$ cat src/rtl/gate_seq_pkg.sv
// gate_seq_pkg: shared state encoding and sequence sizing for the gate vector sequencer
package gate_seq_pkg;
   typedef enum logic {IDLE, DRIVE} state_e;
   localparam int NUM_STEPS = 8;
   localparam int VEC_W = 3;
endpackage

$ cat src/rtl/seq_result_checker.sv
// seq_result_checker: compares two gate outputs per step, counts mismatches, captures first failure and pass
module seq_result_checker
   import gate_seq_pkg::*;
#(
   parameter int CNT_W = 4
) (
   input  logic             clk,
   input  logic             rst,
   input  logic             clr_i,
   input  logic             smp_i,
   input  logic             fin_i,
   input  logic [VEC_W-1:0] step_i,
   input  logic             y_a_i,
   input  logic             y_b_i,
   output logic [CNT_W-1:0] cnt_o,
   output logic [VEC_W-1:0] vec_o,
   output logic             valid_o,
   output logic             pass_o
);
   logic [CNT_W-1:0] cnt_q, cnt_d;
   logic [VEC_W-1:0] vec_q, vec_d;
   logic             valid_q, valid_d, pass_q, pass_d, miss;

   assign miss = smp_i && (y_a_i != y_b_i);

   // next results: clear on run start, saturating count, first-fail capture, pass from final count
   always_comb begin
      cnt_d   = clr_i ? '0 : (miss && cnt_q != '1) ? cnt_q + CNT_W'(1) : cnt_q;
      valid_d = clr_i ? 1'b0 : (miss | valid_q);
      vec_d   = clr_i ? '0 : (miss && !valid_q) ? step_i : vec_q;
      pass_d  = clr_i ? 1'b0 : fin_i ? (cnt_d == '0) : pass_q;
   end

   // result registers
   always_ff @(posedge clk or posedge rst) begin
      if (rst) begin
         cnt_q   <= '0;
         vec_q   <= '0;
         valid_q <= 1'b0;
         pass_q  <= 1'b0;
      end else begin
         cnt_q   <= cnt_d;
         vec_q   <= vec_d;
         valid_q <= valid_d;
         pass_q  <= pass_d;
      end
   end

   assign cnt_o   = cnt_q;
   assign vec_o   = vec_q;
   assign valid_o = valid_q;
   assign pass_o  = pass_q;
endmodule

$ cat src/rtl/gate_vector_sequencer.sv
// gate_vector_sequencer: walks {a,b,c} through all 8 vectors with programmable dwell and checks two gates
module gate_vector_sequencer
   import gate_seq_pkg::*;
#(
   parameter int DWELL_W = 8,
   parameter int CNT_W   = 4
) (
   input  logic               clk,
   input  logic               rst,
   input  logic               start,
   input  logic [DWELL_W-1:0] dwell,
   input  logic               y_a,
   input  logic               y_b,
   output logic               a,
   output logic               b,
   output logic               c,
   output logic               busy,
   output logic               done,
   output logic [CNT_W-1:0]   mismatch_cnt,
   output logic [VEC_W-1:0]   first_bad_vec,
   output logic               first_bad_valid,
   output logic               pass
);
   localparam logic [VEC_W-1:0] LAST_STEP = VEC_W'(NUM_STEPS - 1);

   state_e             state_q, state_d;
   logic [VEC_W-1:0]   step_q, step_d;
   logic [DWELL_W-1:0] dcnt_q, dcnt_d, dlen_q, dlen_d;
   logic               done_q, done_d, clr, smp, fin;

   // next state: accept start in IDLE, hold each vector dlen cycles, sample on its last cycle
   always_comb begin
      state_d = state_q;
      step_d  = step_q;
      dcnt_d  = dcnt_q;
      dlen_d  = dlen_q;
      done_d  = 1'b0;
      clr     = 1'b0;
      smp     = 1'b0;
      fin     = 1'b0;
      if (state_q == IDLE) begin
         if (start) begin
            dlen_d  = (dwell == '0) ? DWELL_W'(1) : dwell;
            step_d  = '0;
            dcnt_d  = '0;
            clr     = 1'b1;
            state_d = DRIVE;
         end
      end else if (dcnt_q != dlen_q - DWELL_W'(1)) begin
         dcnt_d = dcnt_q + DWELL_W'(1);
      end else begin
         smp    = 1'b1;
         dcnt_d = '0;
         if (step_q != LAST_STEP) begin
            step_d = step_q + VEC_W'(1);
         end else begin
            fin     = 1'b1;
            step_d  = '0;
            done_d  = 1'b1;
            state_d = IDLE;
         end
      end
   end

   // sequencer registers
   always_ff @(posedge clk or posedge rst) begin
      if (rst) begin
         state_q <= IDLE;
         step_q  <= '0;
         dcnt_q  <= '0;
         dlen_q  <= '0;
         done_q  <= 1'b0;
      end else begin
         state_q <= state_d;
         step_q  <= step_d;
         dcnt_q  <= dcnt_d;
         dlen_q  <= dlen_d;
         done_q  <= done_d;
      end
   end

   seq_result_checker #(.CNT_W(CNT_W)) u_chk (
      .clk     (clk),
      .rst     (rst),
      .clr_i   (clr),
      .smp_i   (smp),
      .fin_i   (fin),
      .step_i  (step_q),
      .y_a_i   (y_a),
      .y_b_i   (y_b),
      .cnt_o   (mismatch_cnt),
      .vec_o   (first_bad_vec),
      .valid_o (first_bad_valid),
      .pass_o  (pass)
   );

   assign {a, b, c} = step_q;
   assign busy      = (state_q == DRIVE);
   assign done      = done_q;
endmodule

$ cat config.mk
export PLATFORM = sky130hd
export DESIGN_NAME = gate_vector_sequencer
export DESIGN_NICKNAME = d
export VERILOG_FILES = /design/src/rtl/gate_seq_pkg.sv /design/src/rtl/seq_result_checker.sv /design/src/rtl/gate_vector_sequencer.sv
export SDC_FILE = /design/constraint.sdc
export NUM_CORES = 1
export LEC_CHECK = 0
export CELL_PAD_IN_SITES_DETAIL_PLACEMENT = 1
export CELL_PAD_IN_SITES_GLOBAL_PLACEMENT = 2
export CORE_ASPECT_RATIO = 0.7
export CORE_MARGIN = 2
export CORE_UTILIZATION = 32
export CTS_BUF_LIST = sky130_fd_sc_hd__clkbuf_4 sky130_fd_sc_hd__clkbuf_8
export CTS_CLUSTER_DIAMETER = 40
export DETAILED_ROUTE_END_ITERATION = 8
export PLACE_DENSITY = 0.79
export RECOVER_POWER = 100
export SYNTH_ARGS = -nofsm -noshare
export SYNTH_HDL_FRONTEND = slang
export SYNTH_SLANG_ARGS = --single-unit
$ cat constraint.sdc
create_clock -name clk -period 2.3 [get_ports clk]
set_input_delay 0.345 -clock clk [delete_from_list [all_inputs] [get_ports clk]]
set_output_delay 0.345 -clock clk [all_outputs]
set_load 0.01 [all_outputs]
==> impl_metrics.tcl <==
set metrics [dict create \
    io_pins 27 \
    synth_nets 200 \
    violations "negative setup slack" \
    period_needed_ns 2.42 \
    drt_iter0_markers 73 \
    die_y_um 66.9 \
    powerDensity_nw_per_um2 1250 \
    seq_area_frac_synth_pct 41.5 \
    ys_top_cells_by_area "dfrtp_1 (41%), ha_1 (3.5%), mux2_2 (3.1%)" \
    yosys.area.top_type "dfrtp_1" \
    final_core_util_pct 47.1 \
    final.setup.worst_slack_ns -0.118 \
    clock-sinks 30 \
    postSynthAreaPerCell_um2 9.94 \
    whs_ns 0.554 \
    setup_viol 20 \
    ant_nets 0 \
    cts_tree "built" \
    core.rowCount 22 \
    async_reset_ff_share_pct 100 \
    critPathRequiredTime_ns 2.51 \
    r2r-start "dlen_q[1]$_DFFE_PP0P_" \
    ys_seq_elements 30 \
    drt_pass1_iterations 4 \
    yosysUniqueCellTypes 49 \
    htreeDepth 2 \
    clkLatencyLatePin_ns 0.29 \
    drc 0 \
    core_area_um2 5340 \
    numCtsBuffers 5 \
    drive_above_1_share_pct 30.0 \
    root_buffer "clkbuf_8" \
    start_util_pct 33.9 \
    syn_inst 182 \
    yosysMostFrequentCell "dfrtp_1" \
    rsz0062_at_grt "true" \
    cap_violations 0 \
    hold_viol_final 0 \
    die_w_um 93.9 \
    routedWlPerCell_um 18.5 \
    wirelength_um 5730 \
    viasPerCell 5.25 \
    grt_antenna_before_repair 0 \
    leakage_nw 1.10 \
    grt_pass1_wl_um 8830 \
    synth_edf_count 0 \
    fmax_ghz 0.413 \
    synth_commonest_cells "dfrtp_1 (30), inv_1 (13), nand2_1 (13), nor2_1 (9)" \
    dp_hpwl_um 3670 \
    finalClockSkew_ns 0.00731 \
    gp_congestion 0.819 \
    diodes 0 \
    ys_warn_count 0 \
    syn_to_final_growth_pct 39.1 \
    fin_crit_sh_pct 105 \
    synthDominantCellAreaShare_pct 41.5 \
    hold_start "dlen_q[7]$_DFFE_PP0P_" \
    grt_use_total_pct 18.5 \
    setup_tns_ns -1.02 \
    grt_pass1_vias 1744 \
    endpoint_kind "flip-flop" \
    cp-start-kind "flip-flop" \
    nNetsFinal 254 \
    grt-ovfl-total 0 \
    critPathKind "reg2reg" \
    tightest_slew_ns 0.793 \
    worst-path-max-fanout 5 \
    vias 1622 \
    cts_hold_buf 0 \
    slew_headroom_pct 47.1 \
    finalMaxSlewViolations 0 \
    port-buffer-count 26 \
    irDropWorstVdd_uv 499 \
    die_area_um2 6280 \
    hold_class "reg2reg" \
    clk_path_buf_depth 2 \
    cp-startpoint "dlen_q[1]$_DFFE_PP0P_" \
    grt_max_degree 31 \
    synthFlopType "dfrtp_1" \
    fill_cells 608 \
    netlist_area_um2 1810 \
    clk_pin_slew_ns 0.07 \
    crit_arrival_ns 2.63 \
    outcome "finished with violations" \
]
-- placed cells by master (no fill, tap or decap), types with 3 or more instances in the layout --
cell type        synthesis  final
buf_6                    2      6
nand4_1                  5      5
or2_2                    3      3
buf_4                    2     20
dfrtp_1                 30     30
a31o_2                   3      3
ha_1                     5      4
dlygate4sd3_1            0     16
nor2b_1                  3      3
a21o_1                   3      3
xor2_1                   5      5
clkbuf_8                 0      5
xnor2_1                  5      5
a211oi_2                 0      4
a21oi_1                  7      3
and3_1                   3      3
a22o_1                   3      3
mux2i_1                  3      3
clkdlybuf4s50_1          0     10
nand3_1                  7      4
a21oi_2                  0      4
nor3_1                   6      6
o21ai_0                  5      5
mux2_2                   5      5
nor2_1                   9      9
o31ai_1                  7      7
inv_1                   13     11
nand2_1                 13     13
-- layer usage --
layer	up-vias	routed length [um]	GRT usage [%]
li1	773	-	-
met1	816	2740	24.6
met2	29	2750	30.2
met3	4	197	4.19
met4	0	40	5.25
met5	-	0	0
-- logic make-up (layout without fill, tap and decap cells) --
kind of cell    Yosys count  count (layout)  synth area share, %
fa+ha+maj                 5               5                 3.46
mux                       8               8                 4.77
buf+inv                  20              75                 5.46
compound gates           45              45                 19.6
flops                    30              30                 41.5
xor+xnor                 10              10                 4.84
simple gates             64              64                 20.3
-- state kept, by name (all words and copies together) (netlist names) --
signal and cells:
u_chk.pass_o 1, busy 1, u_chk.valid_o 1, u_chk.vec_o 3, done 1, dlen_q 8
u_chk.cnt_o 4, dcnt_q 8, step_q 3
-- per-stage QoR --
step | cell area [um2] | std cells | setup slack (ns) | total power, mW
floorplan | 1810 | 182 | 0.0199 | 1.89
global route | 2520 | 309 | -0.167 | 3.36
detailed placement | 2250 | 291 | -0.133 | 2.42
finish | 2520 | 309 | -0.118 | 3.15
CTS | 2420 | 303 | 0.00360 | 3.05
global placement | 2250 | 291 | -0.0203 | 2.33
-- final cells by class --
type	instances	area (um2)	share of cell area (%)
Tap cell	72	90.1	3.58
Timing Repair Buffer	54	487	19.3
Clock inverter	3	40.0	1.59
Sequential cell	30	751	29.8
Inverter	13	48.8	1.94
Multi-Input combinational cell	132	1030	41.0
Clock buffer	5	68.8	2.73
-- repair_timing --
action                     in CTS  in global routing
gates resized for setup        10                 14
buffers inserted                3                  5
pin swaps                       2                  3
setup endpoints to repair      17                 21
cloned                          1                  1
-- worst paths after layout --
path | to | slack (ns) | cells after the start
worst min register to register | dlen_q[7]$_DFFE_PP0P_ | 0.55 | 1
max in group asynchronous | dlen_q[7]$_DFFE_PP0P_ | 1.07 | 3
worst min-delay path | dlen_q[7]$_DFFE_PP0P_ | 0.55 | 1
worst max-delay path | u_chk.cnt_o[1]$_DFF_PP0_ | -0.12 | 9
worst max register to register | u_chk.cnt_o[1]$_DFF_PP0_ | -0.12 | 9
min in group asynchronous | done$_DFF_PP0_ | 0.73 | 3
-- report_power, final --
part	internal (mW)	switching (mW)	total (mW)
registers	0.745	0.289	1.03
logic	0.791	0.793	1.58
clock network	0.319	0.217	0.536
total	1.85	1.30	3.15
-- worst max-delay path: stages, from the launching register on --
cell and delay (ns):
dfrtp_1 0.42, buf_6 0.14, nor3_4 0.17, nand2_1 0.10, or4_4 0.54, a2111oi_4 0.40
buf_6 0.19, buf_6 0.13, nand3_4 0.08, a21oi_2 0.17
Note: power is estimated with default switching activity, not from simulation.
